==> config.mk <==
export PLATFORM = sky130hd
export DESIGN_NAME = gauss_line_ctrl
export DESIGN_NICKNAME = d
export VERILOG_FILES = /design/src/rtl/gauss_line_ctrl.sv
export SDC_FILE = /design/constraint.sdc
export NUM_CORES = 1
export LEC_CHECK = 0
export CAP_MARGIN = 25
export CORE_MARGIN = 2
export CORE_UTILIZATION = 45
export DETAILED_ROUTE_END_ITERATION = 12
export PLACE_DENSITY = 0.76
export SYNTH_ARGS = -nofsm -noshare
export SYNTH_HDL_FRONTEND = slang
export SYNTH_SLANG_ARGS = --single-unit
==> constraint.sdc <==
create_clock -name clk -period 1.74 [get_ports clk]
set_input_delay 0.435 -clock clk [delete_from_list [all_inputs] [get_ports clk]]
set_output_delay 0.435 -clock clk [all_outputs]
set_load 0.01 [all_outputs]
==> src/rtl/gauss_line_ctrl.sv <==
// gauss_line_ctrl: turns a de/vsync RGB stream into line-buffer writes and per-line shift pulses
// Define GAUSS_LINE_PAD_EN to zero-fill short lines so every line fully rewrites the buffer.
module gauss_line_ctrl #(
   parameter int H_ACTIVE    = 640,
   parameter int V_ACTIVE    = 480,
   parameter int COL_W       = 13,
   parameter int SHIFT_DEPTH = 11
) (
   input  logic             clk,
   input  logic             rst_n,
   input  logic             vsync,
   input  logic             de,
   input  logic [7:0]       r_in,
   input  logic [7:0]       g_in,
   input  logic [7:0]       b_in,
   output logic [7:0]       r,
   output logic [7:0]       g,
   output logic [7:0]       b,
   output logic [COL_W-1:0] col,
   output logic [COL_W-1:0] row,
   output logic             buff_en,
   output logic             shift_en,
   output logic             win_valid,
   output logic             frame_start,
   output logic             long_err,
   output logic             short_err
);
   localparam logic [COL_W:0]   H    = (COL_W+1)'(H_ACTIVE);
   localparam logic [COL_W:0]   W_LO = (COL_W+1)'(2);
   localparam logic [COL_W:0]   W_HI = (COL_W+1)'(H_ACTIVE - 3);
   localparam logic [COL_W:0]   ONE  = (COL_W+1)'(1);
   localparam logic [COL_W-1:0] V    = COL_W'(V_ACTIVE);
   localparam logic [COL_W-1:0] SD   = COL_W'(SHIFT_DEPTH);
   localparam logic [COL_W-1:0] INC  = COL_W'(1);

`ifdef GAUSS_LINE_PAD_EN
   typedef enum logic [2:0] {IDLE, WAIT_LINE, ACTIVE, LINE_END, PAD} state_t;
`else
   typedef enum logic [2:0] {IDLE, WAIT_LINE, ACTIVE, LINE_END} state_t;
`endif

   state_t           state, state_n;
   logic             vs_d;
   logic [COL_W:0]   cnt, cnt_n, idx;
   logic [COL_W-1:0] line_cnt, line_n, row_n;
   logic             long_n, short_n, fs_n, wr, pad, done;

   always_comb begin
      state_n = state;
      cnt_n   = cnt;
      row_n   = row;
      line_n  = line_cnt;
      long_n  = long_err;
      short_n = short_err;
      fs_n    = 1'b0;
      wr      = 1'b0;
      pad     = 1'b0;
      idx     = cnt;
      done    = 1'b0;
      if (vsync && !vs_d) begin
         // frame start wins over everything, abandoning any partial line without a shift
         state_n = WAIT_LINE;
         cnt_n   = '0;
         row_n   = '0;
         line_n  = '0;
         long_n  = 1'b0;
         short_n = 1'b0;
         fs_n    = 1'b1;
      end else begin
         case (state)
            WAIT_LINE, LINE_END: begin
               state_n = de ? ACTIVE : WAIT_LINE;
               wr      = de;
               idx     = '0;
               cnt_n   = de ? ONE : '0;
            end
            ACTIVE: begin
               if (de) begin
                  wr     = cnt < H;
                  long_n = long_err | (cnt >= H);
                  cnt_n  = &cnt ? cnt : cnt + ONE;
               end else begin
                  short_n = short_err | (cnt < H);
`ifdef GAUSS_LINE_PAD_EN
                  state_n = cnt < H ? PAD : LINE_END;
                  done    = cnt >= H;
`else
                  state_n = LINE_END;
                  done    = 1'b1;
`endif
               end
            end
`ifdef GAUSS_LINE_PAD_EN
            PAD: begin
               wr      = cnt < H;
               pad     = 1'b1;
               cnt_n   = cnt < H ? cnt + ONE : cnt;
               state_n = cnt < H ? PAD : LINE_END;
               done    = cnt >= H;
            end
`endif
            default: ;
         endcase
         if (done) begin
            row_n  = row == V ? row : row + INC;
            line_n = line_cnt == SD ? line_cnt : line_cnt + INC;
         end
      end
   end

   always_ff @(posedge clk) begin
      if (!rst_n) begin
         state       <= IDLE;
         vs_d        <= 1'b0;
         cnt         <= '0;
         line_cnt    <= '0;
         {r, g, b}   <= '0;
         col         <= '0;
         row         <= '0;
         buff_en     <= 1'b0;
         shift_en    <= 1'b0;
         win_valid   <= 1'b0;
         frame_start <= 1'b0;
         long_err    <= 1'b0;
         short_err   <= 1'b0;
      end else begin
         state       <= state_n;
         vs_d        <= vsync;
         cnt         <= cnt_n;
         line_cnt    <= line_n;
         row         <= row_n;
         long_err    <= long_n;
         short_err   <= short_n;
         frame_start <= fs_n;
         buff_en     <= wr;
         shift_en    <= done;
         col         <= wr ? idx[COL_W-1:0] : '0;
         win_valid   <= wr && line_cnt == SD && idx >= W_LO && idx <= W_HI;
         if (wr) {r, g, b} <= pad ? 24'h0 : {r_in, g_in, b_in};
      end
   end
endmodule
==> results by group, run 1 <==
Place
  • IO buf count: 83
  • Post-DP HPWL: 6.46 mm
  • RD Place Congestion: 0.874
  • Placed cells: 627

Global route
  • Vias in the first global route: 3268
  • Overflow after GRT: 0
  • Total track usage: 21.3%
  • First-pass GRT wire length: 15.1 mm
  • Largest net degree at the start of global routing: 50
  • Initial antenna violation count: 0

Drt
  • Drt pass-1 iters: 4
  • Routed WL per cell: 14.0 um
  • DRC: 0
  • Drt initial violations: 188
  • Vias post-DR: 3404
  • DR vias/cell: 5.23
  • Final wirelength: 9.14 mm
  • Antenna-violating nets left: 0

Floorplanning
  • Total die area: 8840 sq um
  • Initial Util: 46.9%
  • Die Y: 94.0 um
  • Row count: 32
  • CORE AREA: 7770 sq um
  • Num ports: 84
  • Die width: 94.0 um

Clocking
  • # H-tree levels: 3
  • Root Driver: clkbuf_8
  • Worst skew pair latency: 0.35 ns
  • Clock Tree Buf Depth: 2
  • Cts hold-fix bufs: 0
  • TritonCTS clock tree: yes
  • CTS Buf Count: 9
  • Sink Count: 86
  • Reg clk slew, reported paths: 0.08 ns

Logic synthesis
  • Primary FF master, synth: dfxtp_1
  • Syn_area_per_cell: 8.93 sq um
  • FF+latch count, synth: 86
  • Post-synthesis sequential area ratio: 47.2%
  • Post-Syn Area: 3640 sq um
  • Number of synthesized flops with an enable pin: 0
  • Synth unique cells: 46
  • YS warnings: 0
  • Mapped Cells: 408
  • Synth async-reset ratio: 0%

Setup path
  • Slowest-stage cell, CP: or4_1
  • Critical-path cell list: ha_2 > nand4b_1 > buf_4 > nor4_4 > buf_4 > or4_1 > a21oi_1
  • CP most frequent cell: buf_4
  • Worst path arrival time: 1.97 ns
  • Cell family with most CP delay: simple AND/OR/NAND/NOR gates
  • Buf+Inv Stages, Crit Path: 2
  • Reg2Reg Depth: 7
  • Flop2flop setup slack: 0.05 ns
  • Critical path capture point type: flop
  • Max incr delay on CP: 0.47 ns
  • Worst-path fanout max: 7
  • CP Data Required Time: 2.02 ns
  • Reg2Reg Launch Point: cnt[0]
  • Critical setup path kind: flop to flop
  • Worst setup path startpoint: cnt[0]
  • Setup crit start kind: flop
  • R2r endpoint: cnt[8]

Worst hold path
  • Hold_sp: vs_d
  • Endpoint, Worst Hold: frame_start
  • Worst Hold Class: flop to flop
  • Depth of the worst hold-timing path: 1

Finish
  • Fill cells: 634
  • Share of cells above drive strength 1: 18.4%
  • Non-Filler Instances: 651
  • Layout area overhead: 46.0%
  • # diodes: 0
  • Commonest non-fill, non-tap cells in the layout: dfxtp_1, clkdlybuf4s50_1, nand2_1
  • Commonest non-fill, non-tap cell in the layout: dfxtp_1
  • Nets: 577

Power
  • Sw Pwr: 0.898 mW
  • Sw Share: 22.2%
  • Logic gate share of total power: 8.3%
  • PwrDens: 760 nW/um^2
  • P_int: 3.15 mW
  • Share of power burned in registers: 49.9%
  • P_leak: 2.19 nW
  • Clk network pwr share: 41.8%
  • Peak supply drop: 0.000473 V

STA
  • Setup violators final: 0
  • Final cycle utilization of the critical path: 97.2%
  • Worst hold slack: 0.457 ns
  • Final Hold Vio Count: 0
  • Max Clock Skew: 0.00832 ns
  • Fmax achieved: 591 MHz
  • Final min period: 1.69 ns
  • Max-slew violations: 0

Outcome
  • Status: finished, final reports clean

Job
  • Max Cap Viol: 0
## per-stage QoR
stage / TNS [ns] / total power [mW] / instance area, sq um / setup WS [ns] / utilization [%]
after CTS: 0 / 4.08 / 5190 / 0.00162 / 66.8
after global routing: -0.0225 / 4.20 / 5320 / -0.0134 / 68.5
final: 0 / 4.05 / 5320 / 0.0484 / 68.5
after floorplan: 0 / 2.21 / 3650 / 0.00518 / -
after detailed placement: -19.95 / 2.40 / 4920 / -0.552 / 63.4
after global placement: -16.61 / 2.40 / 4920 / -0.465 / 63.4
## worst max path at each step
stage / to / depth (start not counted) / slack, ns
finish: cnt[8] / 7 / 0.05
detailed placement: cnt[13] / 6 / -0.55
global route: cnt[13] / 4 / -0.01
floorplan: line_cnt[11] / 5 / 0.005
global placement: cnt[13] / 6 / -0.46
CTS: row[0] / 1 / 0.002
## synth_stat cells (4+ instances only)
library cell	count	area share [%]
a21oi_1	18	2.5
o31ai_1	7	1.4
nand4_1	14	2.4
nor2_1	31	3.2
nor4_1	6	1.0
nor3_1	7	0.96
a31oi_1	5	0.86
clkbuf_1	13	1.3
nand2_1	65	6.7
nand3_1	15	2.1
ha_1	5	1.7
xnor2_1	8	1.9
or4_1	7	1.4
inv_1	9	0.93
o21ai_0	6	0.82
buf_2	4	0.55
dfxtp_1	86	47
and2_1	13	2.2
o21ai_1	7	0.96
or3_1	9	1.5
mux2i_1	24	6.6
xor2_1	10	2.4
## sequential cells by signal (all words and copies together), names as in the netlist, 2 cells and up
name,count
state,2
g,8
row,13
line_cnt,13
r,8
cnt,14
col,13
b,8
## power groups by stage
stage               logic [mW]  registers [mW]  clock network [mW]
floorplan                0.134            2.08                   0
global placement         0.332            2.06                   0
detailed placement       0.336            2.07                   0
CTS                      0.337            2.02                1.73
global route             0.369            2.02                1.81
finish                   0.338            2.02                1.69
## layout make-up
| class | count | area (sq um) | area share, % |
|---|---|---|---|
| Sequential cell | 86 | 1740 | 32.7 |
| Tap cell | 102 | 128 | 2.40 |
| Timing Repair Buffer | 143 | 1330 | 24.9 |
| Clock inverter | 7 | 121 | 2.28 |
| Multi-Input combinational cell | 295 | 1850 | 34.7 |
| Inverter | 9 | 33.8 | 0.635 |
| Clock buffer | 9 | 124 | 2.33 |
## logic make-up (layout without fill, tap and decap cells)
group / count (synthesis) / count (layout) / synth area share, %
simple gates: 193 / 193 / 28.0
flops: 86 / 86 / 47.2
compound gates: 52 / 52 / 8.58
buf+inv: 29 / 168 / 3.43
mux: 24 / 24 / 6.59
xor+xnor: 18 / 18 / 4.33
fa+ha+maj: 5 / 5 / 1.72
other cells: 1 / 3 / 0.103
## per-layer routing
layer,track usage (%),up-vias,share of wire (%)
li1,-,1699,-
met1,26.9,1585,44
met2,34.5,114,47
met3,7.62,6,7.8
met4,5.68,0,0.81
met5,0,-,0
## what timing repair did
item | in CTS | in global routing
setup buffers | 2 | 8
gates resized for setup | 14 | 27
hold endpoints to repair | 0 | 0
pin swaps | 2 | 6
setup endpoints to repair | 20 | 46
Note: power is estimated with default switching activity, not from simulation.
==> inputs of run 2 (changes only) <==
==> constraint.sdc (replaced) <==
create_clock -name clk -period 1.74 [get_ports clk]
set_input_delay 0.435 -clock clk [delete_from_list [all_inputs] [get_ports clk]]
set_output_delay 0.435 -clock clk [all_outputs]
set_load 0.1 [all_outputs]
==> run 2 against run 1 <==
Total power is 4.1% higher. Utilization up 6.9 points. Non-clock buffer count down 3. Global-route usage rose by 1.3 points. Maximum frequency grew 0.49%. Clock power fell by 7%. Wire length up 7.0%. Largest cell class is now buffers. Largest power group unchanged. Highest routed layer unchanged.
==> results by group, run 2 (synthesis results as in run 1) <==
STA
  • Setup violators final: 0 (unchanged)
  • Fmax achieved: 594 MHz (was 591 MHz)
  • Final Hold Vio Count: 0 (unchanged)
  • Max Clock Skew: 0.0137 ns (was 0.00832 ns)
  • RSZ-0062 raised after global routing: yes
  • Final cycle utilization of the critical path: 96.7% (was 97.2%)
  • Final min period: 1.68 ns (was 1.69 ns)
  • Max-slew violations: 0 (unchanged)
  • Final WS setup: 0.0568 ns (was 0.0484 ns)

Power
  • Peak supply drop: 0.000476 V (was 0.000473 V)
  • Sw Share: 27.2% (was 22.2%)
  • P_int: 3.07 mW (was 3.15 mW)
  • Clk network pwr share: 37.4% (was 41.8%)
  • Sw Pwr: 1.15 mW (was 0.898 mW)
  • Logic gate share of total power: 14.3% (was 8.3%)
  • PwrDens: 719 nW/um^2 (was 760 nW/um^2)
  • P_leak: 2.18 nW (was 2.19 nW)
  • Share of power burned in registers: 48.3% (was 49.9%)

Clocking
  • Reg clk slew, reported paths: 0.10 ns (was 0.08 ns)
  • Worst skew pair latency: 0.36 ns (was 0.35 ns)
  • Sink Count: 86 (unchanged)
  • # H-tree levels: 3 (unchanged)
  • CTS Buf Count: 9 (unchanged)
  • Root Driver: clkbuf_8 (unchanged)
  • TritonCTS clock tree: yes (unchanged)
  • Clock Tree Buf Depth: 2 (unchanged)

Setup path
  • Max incr delay on CP: 0.36 ns (was 0.47 ns)
  • Worst-path fanout max: 9 (was 7)
  • Worst path arrival time: 1.92 ns (was 1.97 ns)
  • Slowest-stage cell, CP: dfxtp_2 (was or4_1)
  • Critical path capture point type: flop (unchanged)
  • CP Data Required Time: 1.98 ns (was 2.02 ns)
  • Critical setup path kind: flop to flop (unchanged)
  • CP most frequent cell: buf_4 (unchanged)
  • Setup crit start kind: flop (unchanged)
  • Critical-path cell list: buf_4 > a21o_1 > nand4_1 > buf_4 > buf_4 > o31ai_1 > a21oi_2 (was ha_2 > nand4b_1 > buf_4 > nor4_4 > buf_4 > or4_1 > a21oi_1)

Place
  • Place WS: -0.413 ns (was -0.552 ns)
  • RD Place Congestion: 0.924 (was 0.874)
  • Placed cells: 622 (was 627)
  • IO buf count: 83 (unchanged)
  • Post-DP HPWL: 7.03 mm (was 6.46 mm)
  • Placed Area: 5470 sq um (was 4920 sq um)

Floorplanning
  • Die Y: 94.0 um (unchanged)
  • CORE AREA: 7770 sq um (unchanged)
  • Total die area: 8840 sq um (unchanged)
  • Row count: 32 (unchanged)
  • Die width: 94.0 um (unchanged)
  • Num ports: 84 (unchanged)
  • Initial Util: 46.9% (unchanged)

Drt
  • Vias post-DR: 3533 (was 3404)
  • Antenna-violating nets left: 0 (unchanged)
  • DR vias/cell: 5.45 (was 5.23)
  • WL met3: 903 um (was 711 um)
  • Final wirelength: 9.78 mm (was 9.14 mm)
  • Routed WL per cell: 15.1 um (was 14.0 um)
  • Max Used Layer: met4 (unchanged)
  • DRC: 0 (unchanged)
  • Drt pass-1 iters: 5 (was 4)
  • Met1 WL: 3.85 mm (was 4.03 mm)
  • Met2 Routed Length: 4.81 mm (was 4.32 mm)
  • Drt initial violations: 240 (was 188)

Finish
  • Non-Filler Instances: 648 (was 651)
  • Nets: 574 (was 577)
  • Commonest non-fill, non-tap cell in the layout: dfxtp_1 (unchanged)
  • Sequential cell area: 1750 sq um (was 1740 sq um)
  • Most flop-heavy register: cnt (unchanged)
  • Max reg flops: 14 (unchanged)
  • # diodes: 0 (unchanged)
  • Commonest non-fill, non-tap cells in the layout: dfxtp_1, nand2_1, buf_12 (was dfxtp_1, clkdlybuf4s50_1, nand2_1)
  • Fill cells: 529 (was 634)
  • Layout area overhead: 60.7% (was 46.0%)
  • Post-route cell area: 5860 sq um (was 5320 sq um)
  • Share of cells above drive strength 1: 29.1% (was 18.4%)
  • Multi-input logic area: 1850 sq um (about the same)

Job
  • Max Cap Viol: 0 (unchanged)

Global route
  • Largest net degree at the start of global routing: 50 (unchanged)
  • Overflow after GRT: 0 (unchanged)
  • Vias in the first global route: 3461 (was 3268)
  • Total track usage: 22.6% (was 21.3%)
  • First-pass GRT wire length: 15.9 mm (was 15.1 mm)
  • Initial antenna violation count: 0 (unchanged)

Worst hold path
  • Worst Hold Class: flop to flop (unchanged)

Outcome
  • Status: finished, final reports clean (unchanged)
[run 2: changes by cell type in the layout (fill, tap and decap cells not counted), sizes merged]
cell           previous run  this run
inv                      10        11
buf                      60       111
dlymetal6s2s             12         0
clkinv                    3         2
clkbuf                    9        11
clkinvlp                  0         1
bufinv                    3         2
dlygate4sd2               5         1
clkdlybuf4s50            66        26
[run 2: worst paths after layout]
check	endpoint	slack (ns)	start	cells past startpoint
max	cnt[11]	0.06	state[1]	7
min	frame_start	0.46	vs_d	1
max reg2reg	cnt[11]	0.06	state[1]	7
min reg2reg	frame_start	0.46	vs_d	1
[run 2: timing repair]
action | in CTS | in global routing
gates cloned | 0 | 2
endpoints found under the hold margin | 0 | 0
setup endpoints to repair | 29 | 32
resized for setup | 2 | 11
buffers inserted | 3 | 5
hold buffers | 0 | 0
pin swaps | 3 | 4
[run 2: stage by stage]
step	util (%)	setup TNS (ns)	hold WS [ns]	power, mW
global route	75.4	-0.280	0.473	4.38
CTS	73.6	0	0.461	4.23
global placement	70.4	-15.94	0.440	2.65
finish	75.4	0	0.465	4.21
detailed placement	70.4	-18.21	0.445	2.66
floorplan	-	0	0.414	2.40
[run 2: cell type report]
type                       instances  share of cell area (%)
clock buffer                       9                    2.11
clock inverter                     7                    1.62
inverter                           9                   0.577
multi-input combinational        295                    31.6
sequential                        86                    29.8
tap                              102                    2.18
timing repair buffer             140                    32.1
[run 2: power groups by stage]
stage	logic (mW)	registers, mW	clock network [mW]
2_1_floorplan	0.134	2.26	0
3_3_place_gp	0.573	2.08	0
3_5_place_dp	0.579	2.08	0
4_1_cts	0.579	2.03	1.61
5_1_grt	0.632	2.04	1.71
6_report	0.601	2.04	1.58
[run 2: worst max-delay path: cells and delay by family (launching register included)]
family	cells	cell delay, ns
buffers and inverters	3	0.51
AOI/OAI and AO/OA	3	0.51
DFF	1	0.36
and+or+nand+nor	1	0.19
[run 2: routing by layer]
metal / global-route usage [%] / vias to the layer above
met5: 0 / -
met4: 8.70 / 0
met3: 8.83 / 21
met2: 36.4 / 164
met1: 27.1 / 1649
li1: - / 1699
==> inputs of run 3 (changes only) <==
--- a/config.mk
+++ b/config.mk
@@ -10,6 +10,7 @@
 export CORE_UTILIZATION = 45
 export DETAILED_ROUTE_END_ITERATION = 12
 export PLACE_DENSITY = 0.76
+export SKIP_CTS_REPAIR_TIMING = 1
 export SYNTH_ARGS = -nofsm -noshare
 export SYNTH_HDL_FRONTEND = slang
 export SYNTH_SLANG_ARGS = --single-unit
==> run 3 against run 2 <==
Sequential power hardly changed. Setup slack got worse by 0.033 ns. Global-route usage is 0.12 points lower. Worst hold slack lost 0.0050 ns. Clock skew fell by 0.00068 ns. Maximum frequency decreased by 1.9%. Register-to-register slack lost 0.03 ns. First-iteration DRC count increased by 26%. Sequential share of layout area is essentially flat. Total power about the same. Sequential cell count unchanged. Critical path type unchanged.
==> results by group, run 3 (synthesis results as in run 1) <==
Setup path
  • Reg2Reg Depth: 5 (was 7)
  • Flop2flop setup slack: 0.02 ns (was 0.06 ns)
  • Worst path arrival time: 1.97 ns (was 1.92 ns)
  • Worst setup path startpoint: state[0] (was state[1])
  • Critical path capture point type: flop (unchanged)
  • R2r endpoint: line_cnt[7] (was cnt[11])
  • Reg2Reg Launch Point: state[0] (was state[1])
  • Worst-path fanout max: 9 (unchanged)
  • CP Data Required Time: 1.99 ns (was 1.98 ns)
  • Setup crit end: line_cnt[7] (was cnt[11])
  • Critical setup path kind: flop to flop (unchanged)
  • Setup crit start kind: flop (unchanged)

Floorplanning
  • Initial Util: 46.9% (unchanged)
  • Num ports: 84 (unchanged)
  • Die Y: 94.0 um (unchanged)
  • CORE AREA: 7770 sq um (unchanged)
  • Total die area: 8840 sq um (unchanged)
  • Row count: 32 (unchanged)
  • Die width: 94.0 um (unchanged)

Clocking
  • Worst skew pair latency: 0.36 ns (about the same)
  • Sink Count: 86 (unchanged)
  • Reg clk slew, reported paths: 0.09 ns (was 0.10 ns)
  • CTS Buf Count: 9 (unchanged)
  • Root Driver: clkbuf_8 (unchanged)
  • # H-tree levels: 3 (unchanged)
  • Clock Tree Buf Depth: 2 (unchanged)
  • TritonCTS clock tree: yes (unchanged)

Power
  • Power Total: 4.21 mW (about the same)
  • P_int: 3.07 mW (about the same)
  • Peak supply drop: 0.000509 V (was 0.000476 V)
  • Clk network pwr share: 37.3% (was 37.4%)
  • P_leak: 2.18 nW (about the same)
  • PwrDens: 718 nW/um^2 (was 719 nW/um^2)
  • Logic gate share of total power: 14.5% (was 14.3%)
  • Sw Pwr: 1.14 mW (was 1.15 mW)
  • Sw Share: 27.1% (was 27.2%)
  • Share of power burned in registers: 48.3% (about the same)

Worst hold path
  • Worst Hold Class: flop to flop (unchanged)

Drt
  • Routed WL per cell: 15.5 um (was 15.1 um)
  • Drt initial violations: 303 (was 240)
  • DRC: 0 (unchanged)
  • Antenna-violating nets left: 0 (unchanged)
  • Vias post-DR: 3542 (was 3533)
  • DR vias/cell: 5.49 (was 5.45)
  • Final wirelength: 10.0 mm (was 9.78 mm)
  • Drt pass-1 iters: 5 (unchanged)

Global route
  • Largest net degree at the start of global routing: 50 (unchanged)
  • Initial antenna violation count: 0 (unchanged)
  • Met3 Usage GRT: 8.83% (unchanged)
  • First-pass GRT wire length: 15.8 mm (was 15.9 mm)
  • Met1 Track Usage GR: 26.9% (was 27.1%)
  • Vias in the first global route: 3441 (was 3461)
  • Total track usage: 22.5% (was 22.6%)
  • GR Util met2: 36.3% (was 36.4%)
  • Overflow after GRT: 0 (unchanged)
  • Top Usage Layer GRT: met2 (unchanged)

Finish
  • Non-Filler Instances: 645 (was 648)
  • Commonest non-fill, non-tap cells in the layout: dfxtp_1, nand2_1, buf_12 (unchanged)
  • # diodes: 0 (unchanged)
  • Most flop-heavy register: cnt (unchanged)
  • Commonest non-fill, non-tap cell in the layout: dfxtp_1 (unchanged)
  • Max reg flops: 14 (unchanged)
  • Share of cells above drive strength 1: 29.5% (was 29.1%)
  • Layout area overhead: 61.0% (was 60.7%)
  • Nets: 571 (was 574)
  • Finished Core Util: 75.5% (was 75.4%)

Place
  • IO buf count: 83 (unchanged)
  • Post-DP HPWL: 7.03 mm (unchanged)
  • Place WS: -0.413 ns (unchanged)
  • Placed cells: 622 (unchanged)
  • RD Place Congestion: 0.924 (unchanged)

STA
  • Max Clock Skew: 0.0130 ns (was 0.0137 ns)
  • RSZ-0062 raised after global routing: yes (unchanged)
  • Final min period: 1.72 ns (was 1.68 ns)
  • Max-slew violations: 0 (unchanged)
  • Fmax achieved: 583 MHz (was 594 MHz)
  • Final WS setup: 0.0233 ns (was 0.0568 ns)
  • TNS Setup: 0 ns (unchanged)
  • Final Hold Vio Count: 0 (unchanged)
  • Setup violators final: 0 (unchanged)
  • Final cycle utilization of the critical path: 98.7% (was 96.7%)

Outcome
  • Status: finished, final reports clean (unchanged)

Job
  • Max Cap Viol: 0 (unchanged)
==> run 3: changes by cell type in the layout (fill, tap and decap cells not counted), sizes merged <==
| cell | change |
|---|---|
| buf | -3 |
| dlygate4sd2 | -1 |
| dlymetal6s2s | +1 |
==> run 3: worst min path at each step <==
stage,start,endpoint,cells past startpoint
after floorplan,vs_d,frame_start,1
after global placement,vs_d,frame_start,1
after detailed placement,vs_d,frame_start,1
after CTS,vs_d,frame_start,1
after global routing,vs_d,frame_start,1
final,vs_d,frame_start,1
==> run 3: worst max-delay path, stage by stage (launching register included) <==
cell,delay [ns]
dfxtp_2,0.39
or3b_1,0.41
buf_4,0.17
nor4_1,0.42
xnor2_1,0.17
nor2_1,0.06
==> run 3: per-layer routing <==
metal  vias up  share of wire, %
met5         -                 0
met4         0               2.3
met3        21               9.3
met2       160                49
met1      1674                39
li1       1687                 -
==> run 3: power by group through the flow <==
stage | Combinational (mW) | Sequential [mW] | Clock (mW)
detailed placement | 0.579 | 2.08 | 0
CTS | 0.580 | 2.03 | 1.61
global route | 0.639 | 2.04 | 1.70
floorplan | 0.134 | 2.26 | 0
finish | 0.609 | 2.03 | 1.57
global placement | 0.573 | 2.08 | 0
==> run 3: final cells by class <==
type	instances	area, sq um
clock inverter	7	95.1
timing repair buffer	137	1870
inverter	9	33.8
sequential	86	1750
tap	102	128
fill	523	1900
multi-input combinational	295	1870
clock buffer	9	124
==> run 3: metrics by stage <==
step                      area (sq um)  hold WS (ns)
after global routing              5870         0.469
after global placement            5470         0.440
after CTS                         5690         0.461
after floorplan                   3670         0.414
after detailed placement          5470         0.445
final                             5870         0.460
